==> config.mk <==
export PLATFORM = sky130hd
export DESIGN_NAME = imem_loader
export DESIGN_NICKNAME = d
export VERILOG_FILES = /design/src/rtl/imem_loader_pkg.sv /design/src/rtl/imem_loader_byte_assembler.sv /design/src/rtl/imem_loader.sv
export SDC_FILE = /design/constraint.sdc
export NUM_CORES = 1
export LEC_CHECK = 0
export ABC_AREA = 0
export ABC_CLOCK_PERIOD_IN_PS = 2700
export BUFFER_PORTS_ARGS = -buffer_cell sky130_fd_sc_hd__buf_2
export CAP_MARGIN = 10
export CELL_PAD_IN_SITES_DETAIL_PLACEMENT = 0
export CELL_PAD_IN_SITES_GLOBAL_PLACEMENT = 2
export CORE_MARGIN = 1.5
export CORE_UTILIZATION = 32
export DETAILED_ROUTE_END_ITERATION = 10
export HOLD_SLACK_MARGIN = 0.06
export PLACE_DENSITY = 0.85
export SYNTH_ARGS = -nofsm -noshare
export SYNTH_HDL_FRONTEND = slang
export SYNTH_SLANG_ARGS = --single-unit
==> constraint.sdc <==
create_clock -name i_clk -period 2.7 [get_ports i_clk]
set_input_delay 0.675 -clock i_clk [delete_from_list [all_inputs] [get_ports i_clk]]
set_output_delay 0.675 -clock i_clk [all_outputs]
set_load 0.1 [all_outputs]
==> src/rtl/imem_loader_pkg.sv <==
// imem_loader_pkg
// Shared definitions for the instruction-memory loader: the loader FSM state
// encoding, the header (word count) width and the word/byte geometry used by
// both the loader top level and its byte assembler.
package imem_loader_pkg;

  localparam int HDR_WIDTH      = 16;
  localparam int BYTES_PER_WORD = 4;
  localparam int BYTE_WIDTH     = 8;
  localparam int WORD_WIDTH     = BYTES_PER_WORD * BYTE_WIDTH;
  localparam int BYTE_IDX_W     = $clog2(BYTES_PER_WORD);

  typedef enum logic [2:0] {
    IDLE   = 3'd0,
    HDR_HI = 3'd1,
    HDR_LO = 3'd2,
    DATA   = 3'd3,
    FLUSH  = 3'd4,
    RUN    = 3'd5,
    ERR    = 3'd6
  } state_e;

endpackage

==> src/rtl/imem_loader_byte_assembler.sv <==
// byte_assembler
// Packs a stream of accepted bytes into big-endian words. The first byte of a
// word lands in the most significant lane. When the last byte of a word is
// accepted, the finished word is registered and o_word_valid pulses for one
// cycle; o_word holds its value until the next word completes.
//
// Ports:
//   i_clk, i_reset    clock and synchronous active-high reset
//   i_clear           restart the byte counter at lane 0 (new load)
//   i_byte_valid      a byte is accepted this cycle
//   i_byte            accepted byte
//   o_last_byte       the byte currently offered would complete a word
//   o_word_valid      one-cycle pulse: o_word holds a newly completed word
//   o_word            last completed word
module byte_assembler
  import imem_loader_pkg::*;
(
  input  logic                  i_clk,
  input  logic                  i_reset,
  input  logic                  i_clear,
  input  logic                  i_byte_valid,
  input  logic [BYTE_WIDTH-1:0] i_byte,
  output logic                  o_last_byte,
  output logic                  o_word_valid,
  output logic [WORD_WIDTH-1:0] o_word
);

  localparam logic [BYTE_IDX_W-1:0] LP_LAST_IDX = BYTE_IDX_W'(BYTES_PER_WORD - 1);

  // Only the leading bytes need storage; the final byte is merged directly.
  logic [WORD_WIDTH-BYTE_WIDTH-1:0] r_shift;
  logic [BYTE_IDX_W-1:0]            r_byte_idx;
  logic                             r_word_valid;
  logic [WORD_WIDTH-1:0]            r_word;

  assign o_last_byte  = (r_byte_idx == LP_LAST_IDX);
  assign o_word_valid = r_word_valid;
  assign o_word       = r_word;

  // Byte shift register, lane counter and completed-word register.
  always_ff @(posedge i_clk) begin
    if (i_reset) begin
      r_shift      <= '0;
      r_byte_idx   <= '0;
      r_word_valid <= 1'b0;
      r_word       <= '0;
    end else if (i_clear) begin
      r_shift      <= '0;
      r_byte_idx   <= '0;
      r_word_valid <= 1'b0;
    end else if (i_byte_valid) begin
      r_shift <= {r_shift[WORD_WIDTH-2*BYTE_WIDTH-1:0], i_byte};
      if (o_last_byte) begin
        r_word       <= {r_shift, i_byte};
        r_word_valid <= 1'b1;
        r_byte_idx   <= '0;
      end else begin
        r_word_valid <= 1'b0;
        r_byte_idx   <= r_byte_idx + BYTE_IDX_W'(1);
      end
    end else begin
      r_word_valid <= 1'b0;
    end
  end

endmodule

==> src/rtl/imem_loader.sv <==
// imem_loader
// Loads a program into instruction memory from a byte stream while holding
// the processor core in reset. Stream format: 16-bit big-endian word count N,
// then N big-endian 32-bit words written from address 0 upward. N == 0 or N
// larger than the memory depth is rejected (error latched until next start).
// After the final write the core is released (cpu_reset low, done high).
// A start while running reloads the memory from address 0.
//
// Ports:
//   i_clk, i_reset      clock and synchronous active-high reset
//   i_start             one-cycle load request (honoured in IDLE, RUN, ERR)
//   i_in_valid/i_in_data  byte stream; consumed when valid and ready
//   o_in_ready          loader accepts a byte this cycle
//   o_imem_we           one-cycle write strobe per assembled word
//   o_imem_addr         word-aligned byte address of the write
//   o_imem_wdata        assembled instruction word
//   o_cpu_reset         holds the core in reset (low only in RUN)
//   o_done              program running
//   o_error             rejected header latched
module imem_loader
  import imem_loader_pkg::*;
#(
  parameter int ADDR_WIDTH = 8
) (
  input  logic                  i_clk,
  input  logic                  i_reset,
  input  logic                  i_start,
  input  logic                  i_in_valid,
  input  logic [BYTE_WIDTH-1:0] i_in_data,
  output logic                  o_in_ready,
  output logic                  o_imem_we,
  output logic [31:0]           o_imem_addr,
  output logic [WORD_WIDTH-1:0] o_imem_wdata,
  output logic                  o_cpu_reset,
  output logic                  o_done,
  output logic                  o_error
);

  // One extra bit so a full-depth count (2**ADDR_WIDTH) is representable.
  localparam logic [HDR_WIDTH:0] LP_DEPTH = (HDR_WIDTH + 1)'(2 ** ADDR_WIDTH);

  state_e                w_next;
  state_e                r_state;
  logic                  r_in_ready;
  logic                  r_cpu_reset;
  logic                  r_done;
  logic                  r_error;
  logic [HDR_WIDTH-1:0]  r_n;
  logic [ADDR_WIDTH-1:0] r_word_idx;
  logic [31:0]           r_imem_addr;

  logic                  w_accept;
  logic                  w_data_accept;
  logic                  w_hdr_done;
  logic                  w_last_byte;
  logic                  w_last_word;
  logic                  w_bad_count;
  logic [HDR_WIDTH-1:0]  w_n;

  assign w_accept      = i_in_valid && r_in_ready;
  assign w_data_accept = w_accept && (r_state == DATA);
  assign w_hdr_done    = w_accept && (r_state == HDR_LO);
  // Full count as it will be once the low header byte is taken this cycle.
  assign w_n           = {r_n[HDR_WIDTH-1:BYTE_WIDTH], i_in_data};
  assign w_bad_count   = (w_n == HDR_WIDTH'(0)) || ({1'b0, w_n} > LP_DEPTH);
  assign w_last_word   = (HDR_WIDTH'(r_word_idx) == (r_n - HDR_WIDTH'(1)));

  byte_assembler u_byte_assembler (
    .i_clk        (i_clk),
    .i_reset      (i_reset),
    .i_clear      (w_hdr_done),
    .i_byte_valid (w_data_accept),
    .i_byte       (i_in_data),
    .o_last_byte  (w_last_byte),
    .o_word_valid (o_imem_we),
    .o_word       (o_imem_wdata)
  );

  // Next-state logic for the load sequencer.
  always_comb begin
    w_next = r_state;
    case (r_state)
      IDLE: begin
        if (i_start) w_next = HDR_HI;
        else         w_next = IDLE;
      end
      HDR_HI: begin
        if (w_accept) w_next = HDR_LO;
        else          w_next = HDR_HI;
      end
      HDR_LO: begin
        if (w_accept) begin
          if (w_bad_count) w_next = ERR;
          else             w_next = DATA;
        end else begin
          w_next = HDR_LO;
        end
      end
      DATA: begin
        if (w_data_accept && w_last_byte && w_last_word) w_next = FLUSH;
        else                                             w_next = DATA;
      end
      FLUSH: begin
        // The final write strobe is on the bus during this state.
        w_next = RUN;
      end
      RUN: begin
        if (i_start) w_next = HDR_HI;
        else         w_next = RUN;
      end
      ERR: begin
        if (i_start) w_next = HDR_HI;
        else         w_next = ERR;
      end
      default: begin
        w_next = IDLE;
      end
    endcase
  end

  // State register; status outputs are registered from the next state so they
  // change in the same cycle as the state they describe.
  always_ff @(posedge i_clk) begin
    if (i_reset) begin
      r_state     <= IDLE;
      r_in_ready  <= 1'b0;
      r_cpu_reset <= 1'b1;
      r_done      <= 1'b0;
      r_error     <= 1'b0;
    end else begin
      r_state     <= w_next;
      r_in_ready  <= (w_next == HDR_HI) || (w_next == HDR_LO) || (w_next == DATA);
      r_cpu_reset <= (w_next != RUN);
      r_done      <= (w_next == RUN);
      r_error     <= (w_next == ERR);
    end
  end

  // Header count, word index and write address. The address is captured on
  // the same edge the assembler registers the word, so both appear together.
  always_ff @(posedge i_clk) begin
    if (i_reset) begin
      r_n         <= '0;
      r_word_idx  <= '0;
      r_imem_addr <= '0;
    end else begin
      if (w_accept && (r_state == HDR_HI)) begin
        r_n[HDR_WIDTH-1:BYTE_WIDTH] <= i_in_data;
      end
      if (w_hdr_done) begin
        r_n[BYTE_WIDTH-1:0] <= i_in_data;
        r_word_idx          <= '0;
      end
      if (w_data_accept && w_last_byte) begin
        r_imem_addr <= 32'({r_word_idx, 2'b00});
        r_word_idx  <= r_word_idx + ADDR_WIDTH'(1);
      end
    end
  end

  assign o_in_ready  = r_in_ready;
  assign o_imem_addr = r_imem_addr;
  assign o_cpu_reset = r_cpu_reset;
  assign o_done      = r_done;
  assign o_error     = r_error;

endmodule

[After elaboration in Yosys (flattened, before gate mapping)]
Index checks and enable logic that the tools add are counted.
Word-level totals
  bits in registers: 98
  bits in latches: 0
  bits in writable memories: 0
  bits in read-only memories: 0
  input bits: 12
  logic and storage cells: 60
  memories kept: 0
Cells by class
  add/subtract/negate cells: 3
  $mul: 0
  div/mod/pow operators: 0
  order comparisons: 1
  equality and inequality tests: 14
  shift operators: 0
  muxes and demuxes: 12
  bitwise operators: 2
  reductions and logical operators: 15
Operator list (count)
  $pmux 3 s7: 1
  $eq 8x16->1: 1
  $gt 16x9->1 const B: 1
  $logic_not 16->1: 1
  $mux 8: 2
  $sub 16x1->16 const B: 1
  $eq 3x3->1 const B: 5
  $mux 3: 5
  $eq 3x2->1 const B: 4
  $add 8x1->8 const B: 1
  $eq 3x1->1 const B: 2
  $logic_and 1x1->1: 6
  $mux 2: 2
  $logic_not 3->1: 1
  $logic_or 1x1->1: 3
  $ne 3x3->1 const B: 1
  $reduce_and 3->1: 1
  $reduce_or 3->1: 1
  $add 2x1->2 const B: 1
  $eq 2x2->1 const B: 1
  $mux 1: 2
  $not 1->1: 2
  $reduce_bool 2->1: 1
  $reduce_or 2->1: 1

[Logic depth before layout (Yosys ltp)]
Gate-level depths: netlist of run 1.
  depth in word-level cells: 9
  gate-level depth with buffers: 9

[By module]
From an unflattened synthesis of run 1, not the netlist that was laid out.
Unflattened totals
  cell total of the unflattened synthesis: 492
  area, all modules: 4496.8 µm²
By module, submodules not included
  byte_assembler: instances 1, cells an instance 230, area each 2414.8 µm²
  imem_loader: instances 1, cells an instance 262, area each 2082.0 µm²

[Worst setup path after synthesis of run 1]
No wires, ideal clock.
  kind: register to register
  from: register r_in_ready, in the netlist o_in_ready
  to: register r_done, in the netlist o_done
  setup time: 116 ps
  data arrival time: 2413 ps
  required time: 2584 ps
  setup slack: 171 ps
  cell stages (with the launch flop): 7
  buffers on the path: 0
  cell sequence: dfxtp_1 and3b_1 nand4_1 a2111o_1 a2111oi_4 a41oi_2 and3_1
On the way
  longest elaborated chain between the ends: 7
RTL lines
  start: declaration: RTL line imem_loader.sv:44  | logic r_in_ready;
  start signal: assignment: RTL line imem_loader.sv:132  | r_in_ready <= (w_next == HDR_HI) || (w_next == HDR_LO) || (w_next == DATA);
  $logic_and 1x1->1 (*): RTL line imem_loader.sv:60  | assign w_accept = i_in_valid && r_in_ready;
  $logic_and 1x1->1: RTL line imem_loader.sv:61  | assign w_data_accept = w_accept && (r_state == DATA);
  $logic_and 1x1->1 (2 in series): RTL line imem_loader.sv:100  | if (w_data_accept && w_last_byte && w_last_word) w_next = FLUSH;
  $mux 3: RTL line imem_loader.sv:100
  $pmux 3 s7 (*): RTL line imem_loader.sv:82  | case (r_state)
  $eq 3x3->1 (*): RTL line imem_loader.sv:134  | r_done <= (w_next == RUN);
  end signal: assignment: RTL line imem_loader.sv:134
  end: declaration: RTL line imem_loader.sv:46  | logic r_done;
Every way passes the cells marked *; elsewhere a longest branch is shown, timed or not.
A chain may end at the register's enable or synchronous reset.

[Final worst setup path of run 1]
  from: register r_n[0]
  to: register r_done, in the netlist o_done
On the way
  longest elaborated chain between the ends: 6
RTL lines
  start: declaration: RTL line imem_loader.sv:48  | logic [HDR_WIDTH-1:0] r_n;
  start signal: indexed assignment: RTL line imem_loader.sv:148  | r_n[HDR_WIDTH-1:BYTE_WIDTH] <= i_in_data;
  start signal: indexed assignment: RTL line imem_loader.sv:151  | r_n[BYTE_WIDTH-1:0] <= i_in_data;
  $sub 16x1->16: RTL line imem_loader.sv:66  | assign w_last_word = (HDR_WIDTH'(r_word_idx) == (r_n - HDR_WIDTH'(1)));
  $eq 8x16->1: RTL line imem_loader.sv:66
  $logic_and 1x1->1: RTL line imem_loader.sv:100
  $mux 3: RTL line imem_loader.sv:100
  $pmux 3 s7: RTL line imem_loader.sv:82
  $eq 3x3->1: RTL line imem_loader.sv:134
Every way passes these cells.

==> summary.txt, run 1 <==
STA
  – Fmax: 425.1 MHz
  – Worst-Margin Slew: 0.7885 ns
  – Setup_tns: 0 ns
  – Final worst path period need: 2.352 ns
  – PnR worst setup slack: 0.3477 ns
  – Final hold slack: 0.4501 ns
  – Period utilization: 87.12%
  – Clock Skews: 0.01133 ns
  – Slew Limit Fails: 0
  – Max-slew headroom: 47.04%
  – Final setup viols: 0
  – Final Hold Fails: 0
  – RSZ-0062 raised after global routing: false

Synthesis
  – YS warnings: 0
  – Largest family of logic cells by synthesized area: simple AND/OR/NAND/NOR gates
  – Synth area leaders: dfxtp_1 46%, nand2_1 12%, a21oi_1 9.1%
  – Compound-Gate Fraction of Synth Area: 15.03%
  – Mux cell area share after synthesis: 4.262%
  – Seq/Total Area, Yosys: 46.40%
  – Asr flop ratio synth: 0%
  – Post-Syn Area: 0.004228 mm^2
  – Post-Synth Simple-Gate Area: 23.59%
  – Synth Area in Adders: 0.8878%
  – Gate Count Post-Synth: 526
  – Avg Inst Size Synth: 8.038 um^2
  – XOR/XNOR Fraction of Synth Area: 1.657%
  – Biggest area consumer among synthesized cells: dfxtp_1
  – Netlist cell types: 51
  – Primary FF master, synth: dfxtp_1
  – Post-synth EDFFs: 0
  – Synth top area share: 46.40%
  – #FFs+latches synth: 98

Worst setup path
  – WS Path Type: flop to flop
  – Worst Path Required: 2.94 ns
  – CP arrival: 2.59 ns
  – Startpoint Class: flop
  – Crit. End Element: flop
  – Critical Path Fanout Max: 7

Power
  – VDD IR max: 256.3 uV
  – Power, Total: 3.039 mW
  – Pwr Density: 623.3 mW/mm^2
  – Pleak: 1.897 nW

Floorplan
  – Row cnt: 41
  – Initial core utilization: 33.10%
  – Io pins: 81
  – Core Box Area: 0.01277 mm^2
  – Die Y-Extent: 117.9 um
  – Die width: 117.9 um
  – Die area: 0.01391 mm^2

Clocking
  – Worst skew pair latency: 0.35 ns
  – Max Root-Sink Buffers: 2
  – Clk sinks: 98
  – Cts bufs inserted: 9
  – H-tree Lvls: 3
  – TritonCTS clock tree: yes
  – Post-CTS Hold Fix Bufs: 0
  – Clk slew on worst S/H paths: 0.07 ns
  – Post-CTS sizing: 0
  – Setup bufs post-CTS: 0
  – Clock Root Buffer: clkbuf_16

Global route
  – Overflow after GRT: 0
  – First-pass GRT wire length: 17,930 um
  – Initial antenna violation count: 0
  – Global Route Usage Sum: 16.24%
  – Largest net degree at the start of global routing: 49
  – Vias in the first global route: 3,390

Route
  – Routed Antenna Nets: 0
  – Drt via density: 4.809
  – Routed wire length per instance: 14.78 um
  – WL final: 10,990 um
  – Post-route DRC violation count: 0
  – Total number of vias: 3,578
  – Drt first pass iters: 5
  – Initial DRC Count: 302

Final layout
  – Most common cell after layout, fill and taps aside: nand2_1
  – Area delta synth->final: 15.33%
  – Share of cells above drive strength 1: 15.38%
  – Nets: 583
  – Post-route cell area: 0.004876 mm^2
  – Non-Filler Instances: 744
  – # diodes: 0
  – Most frequent cells in the layout: 140 x nand2_1, 98 x dfxtp_1, 77 x a21oi_1, 56 x buf_2, 41 x nor2_1
  – Final core utilization: 38.17%

Placed design
  – Number of I/O port buffers: 56
  – HPWL Detailed: 7749 um
  – Setup WS pre-CTS: 0.3269 ns
  – GPL Wtd Cong: 0.8822
  – Placed cells: 729
  – Placed Area: 0.004574 mm^2

Worst hold path
  – Min-delay worst type: flop to flop

Job
  – Maxcap violations: 0

Outcome
  – Status: complete, no violations
## synthesized netlist by cell type (4+ instances only)
cell type / count
nor2_1: 41
dfxtp_1: 98
clkbuf_1: 27
nor4_1: 4
nand3b_1: 4
nor3_1: 6
a31oi_1: 4
inv_1: 4
o21ai_0: 9
and4_1: 4
nand2_1: 140
a21oi_1: 77
buf_4: 24
mux2i_1: 18
xor2_1: 5
nand3_1: 6
and3_1: 7
## per-layer routing
metal  vias to the layer above  wire (um)  GRT usage (%)
li1                       1810          -              -
met1                      1650       5437          22.27
met2                       102       4806          24.82
met3                        16        449          2.568
met4                         0        301          7.851
met5                         -          0              0
## registers in the layout (all words and copies together) (netlist names)
signal and count:
o_cpu_reset 1, o_done 1, o_error 1, o_imem_addr 8, o_in_ready 1, r_n 16
r_state 3, r_word_idx 8, u_byte_assembler.o_word 32, u_byte_assembler.o_word_valid 1, u_byte_assembler.r_byte_idx 2, u_byte_assembler.r_shift 24
## cells by family after synthesis
group / after synthesis
AND/OR/NAND/NOR: 226
AO/OA/AOI/OAI: 109
flip-flops: 98
buffers and inverters: 63
multiplexers: 18
XOR/XNOR: 8
adder cells (fa/ha/maj): 3
other: 1
## layout make-up
class / count / area (um^2)
inverters: 5 / 18.77
well taps: 172 / 215.2
flip-flops and latches: 98 / 1962
clock inverters: 5 / 62.56
multi-input cells: 388 / 2011
fillers: 1348 / 7898
clock buffers: 10 / 239.0
repair buffers: 66 / 367.9
## power breakdown
part	internal [mW]	switching, mW	leakage [nW]
combinational	0.0413	0.230	0.966
sequential	1.45	0.0155	0.790
clock	0.743	0.557	0.141
total	2.24	0.802	1.90
## worst max-delay path: stages (launching register included)
cell,delay [ns]
dfxtp_1,0.45
inv_1,0.09
ha_1,0.31
xor2_1,0.14
nand3_1,0.11
a2111o_1,0.41
a2111oi_4,0.32
a41oi_2,0.22
and3_1,0.21
## worst paths after layout
kind | startpoint | end | slack (ns) | cells past startpoint
hold / removal | u_byte_assembler.o_word[25] | u_byte_assembler.o_word[25] | 0.45 | 2
setup reg to reg | r_n[0] | o_done | 0.35 | 8
setup / recovery | r_n[0] | o_done | 0.35 | 8
hold reg to reg | u_byte_assembler.o_word[25] | u_byte_assembler.o_word[25] | 0.45 | 2
Note: power is estimated with default switching activity, not from simulation.
==> inputs of run 2 (changes only) <==
--- a/config.mk
+++ b/config.mk
@@ -12,10 +12,11 @@
 export CELL_PAD_IN_SITES_DETAIL_PLACEMENT = 0
 export CELL_PAD_IN_SITES_GLOBAL_PLACEMENT = 2
 export CORE_MARGIN = 1.5
-export CORE_UTILIZATION = 32
+export CORE_UTILIZATION = 34
 export DETAILED_ROUTE_END_ITERATION = 10
 export HOLD_SLACK_MARGIN = 0.06
-export PLACE_DENSITY = 0.85
+export PLACE_DENSITY = 0.86
 export SYNTH_ARGS = -nofsm -noshare
 export SYNTH_HDL_FRONTEND = slang
+export SYNTH_HIERARCHICAL = 1
 export SYNTH_SLANG_ARGS = --single-unit
==> summary.txt, run 2 <==
Clocking
  – Cts bufs inserted: 9
  – Worst skew pair latency: 0.35 ns
  – Clk sinks: 98
  – Max Root-Sink Buffers: 2
  – Post-CTS Hold Fix Bufs: 0
  – Clk slew on worst S/H paths: 0.07 ns
  – TritonCTS clock tree: yes
  – Clock Root Buffer: clkbuf_16
  – Setup bufs post-CTS: 0
  – Post-CTS sizing: 0
  – H-tree Lvls: 3

Route
  – Routed Antenna Nets: 0
  – Drt first pass iters: 4
  – Drt via density: 4.651
  – Post-route DRC violation count: 0
  – Total number of vias: 3,335
  – Routed wire length per instance: 13.54 um
  – Initial DRC Count: 163
  – WL final: 9707 um

Synthesis
  – Primary FF master, synth: dfxtp_1
  – Seq/Total Area, Yosys: 43.63%
  – Mux cell area share after synthesis: 15.16%
  – #FFs+latches synth: 98
  – Synth top area share: 43.63%
  – Netlist cell types: 49
  – Asr flop ratio synth: 0%
  – Biggest area consumer among synthesized cells: dfxtp_1
  – Most instantiated library cell after synthesis: dfxtp_1
  – Post-synth EDFFs: 0
  – Most common library cells after synthesis: 98 x dfxtp_1, 67 x mux2i_1, 66 x nand2b_1, 54 x nor2_1, 43 x nand2_1
  – Avg Inst Size Synth: 9.140 um^2
  – Largest family of logic cells by synthesized area: simple AND/OR/NAND/NOR gates
  – Post-Syn Area: 0.004497 mm^2
  – XOR/XNOR Fraction of Synth Area: 2.282%
  – YS warnings: 6
  – Synth Area in Adders: 0.8347%
  – Compound-Gate Fraction of Synth Area: 6.066%
  – Gate Count Post-Synth: 492
  – Post-Synth Simple-Gate Area: 23.82%
  – Synth area leaders: dfxtp_1 44%, mux2i_1 15%, nand2b_1 9.2%

Placed design
  – Setup WS pre-CTS: 0.1173 ns
  – GPL Wtd Cong: 0.7844
  – HPWL Detailed: 6855 um
  – Number of I/O port buffers: 56

Worst setup path
  – Startpoint Class: flop
  – Worst Path Required: 2.92 ns
  – Reg2reg end: o_cpu_reset
  – Critical Path Fanout Max: 6
  – FF-to-FF path depth: 8
  – CP arrival: 2.54 ns
  – Flop2flop setup slack: 0.38 ns
  – Worst r2r src: r_n[0]
  – WS Path Type: flop to flop
  – Crit. End Element: flop

STA
  – PnR worst setup slack: 0.3807 ns
  – Final setup viols: 0
  – RSZ-0062 raised after global routing: false
  – Fmax: 431.2 MHz
  – Worst-Margin Slew: 0.5867 ns
  – Setup_tns: 0 ns
  – Clock Skews: 0.01269 ns
  – Final worst path period need: 2.319 ns
  – Period utilization: 85.90%
  – Final Hold Fails: 0
  – Slew Limit Fails: 0
  – Final hold slack: 0.4577 ns
  – Max-slew headroom: 60.89%

Power
  – Switching component of the power: 802.8 uW
  – Internal: 2.225 mW
  – Gate power share: 8.9%
  – Pleak: 1.923 nW
  – Clk network pwr share: 42.7%
  – Power, Total: 3.028 mW
  – VDD IR max: 284.6 uV
  – Switching power share of the total: 26.52%
  – Seq pwr share: 48.3%
  – Pwr Density: 589.2 mW/mm^2

Final layout
  – Most common cell after layout, fill and taps aside: dfxtp_1
  – Max reg flops: 32
  – # diodes: 0
  – Most frequent cells in the layout: 98 x dfxtp_1, 67 x mux2i_1, 66 x nand2b_1, 56 x buf_2, 54 x nor2_1
  – Share of cells above drive strength 1: 17.61%
  – Area delta synth->final: 14.27%
  – Fillers: 1,262
  – Nets: 555
  – Final core utilization: 40.23%

Worst hold path
  – WHS Path Cells: 2
  – Min-delay worst type: flop to flop
  – Min-delay src: o_imem_addr[7]
  – Hold EP: o_imem_addr[7]

Job
  – Maxcap violations: 0

Floorplan
  – Die Y-Extent: 118.0 um
  – Die area: 0.01393 mm^2
  – Core Box Area: 0.01277 mm^2
  – Io pins: 81
  – Die width: 118.0 um
  – Row cnt: 41
  – Initial core utilization: 35.20%

Global route
  – Initial antenna violation count: 0
  – Vias in the first global route: 3,185
  – Global Route Usage Sum: 14.38%
  – Overflow after GRT: 0
  – Largest net degree at the start of global routing: 35
  – First-pass GRT wire length: 16,260 um

Outcome
  – Status: complete, no violations
## run 2: cell types whose count changed after synthesis, sizes merged, moves of 3 or more
| cell | previous run | this run |
|---|---|---|
| mux2i | 18 | 67 |
| nand2 | 140 | 43 |
| nor2 | 41 | 54 |
| a21oi | 77 | 24 |
| xnor2 | 3 | 6 |
| a31oi | 4 | 1 |
| and4 | 4 | 1 |
| buf | 30 | 39 |
| or3b | 0 | 3 |
| nand2b | 0 | 66 |
| clkbuf | 28 | 16 |
| and3 | 7 | 3 |
| nor4 | 5 | 2 |
| nor3 | 6 | 9 |
## run 2: power by group through the flow
stage,sequential [mW],clock [mW],combinational (mW)
detailed placement,1.50,0,0.271
CTS,1.46,1.33,0.271
floorplan,1.50,0,0.252
global route,1.46,1.40,0.284
global placement,1.50,0,0.269
finish,1.46,1.29,0.270
## run 2: kinds of logic (layout without fill, tap and decap cells)
kind of cell / after synthesis / in the layout
compound gates: 46 / 46
xor+xnor: 10 / 10
fa+ha+maj: 3 / 3
buf+inv: 59 / 89
flops: 98 / 98
mux: 68 / 68
other cells: 1 / 24
simple gates: 207 / 207
## run 2: worst max path at each step
stage / startpoint / to / slack (ns) / cells after the start
floorplan: o_in_ready / u_byte_assembler/o_word[10] / 0.06 / 8
detailed placement: i_in_data[4] / o_in_ready / 0.12 / 7
global placement: i_in_data[4] / o_in_ready / 0.15 / 7
finish: r_n[0] / o_cpu_reset / 0.38 / 8
CTS: r_n[0] / o_cpu_reset / 0.39 / 6
global route: u_byte_assembler/r_byte_idx[0] / o_cpu_reset / 0.13 / 7
## run 2: layout make-up
cell class,instances,area [um^2],area share (%)
multi-input combinational,358,2268,44.14
sequential,98,1962,38.18
timing repair buffer,69,377.9,7.353
clock buffer,9,225.2,4.383
tap,172,215.2,4.188
clock inverter,7,75.07,1.461
inverter,4,15.01,0.2922
## run 2: worst max-delay path, cell delays in order (launching register included)
cell,delay [ns]
dfxtp_1,0.37
inv_1,0.08
ha_1,0.19
or3b_2,0.46
a211oi_1,0.26
a22o_1,0.21
o21ai_2,0.09
o21ba_1,0.24
or3_1,0.31
## run 2: per-layer routing
metal  up-vias  part of all wire [%]  global-route usage, %
li1       1691                     -                      -
met1      1565                    50                  19.31
met2        66                    44                  22.55
met3        13                   3.5                  2.665
met4         0                   2.1                  6.174
met5         -                     0                      0
## run 2: metrics by stage
stage	std cells	cell area, um^2
floorplan	515	4583
global placement	701	4838
detailed placement	701	4838
CTS	717	5139
global route	717	5139
finish	717	5139
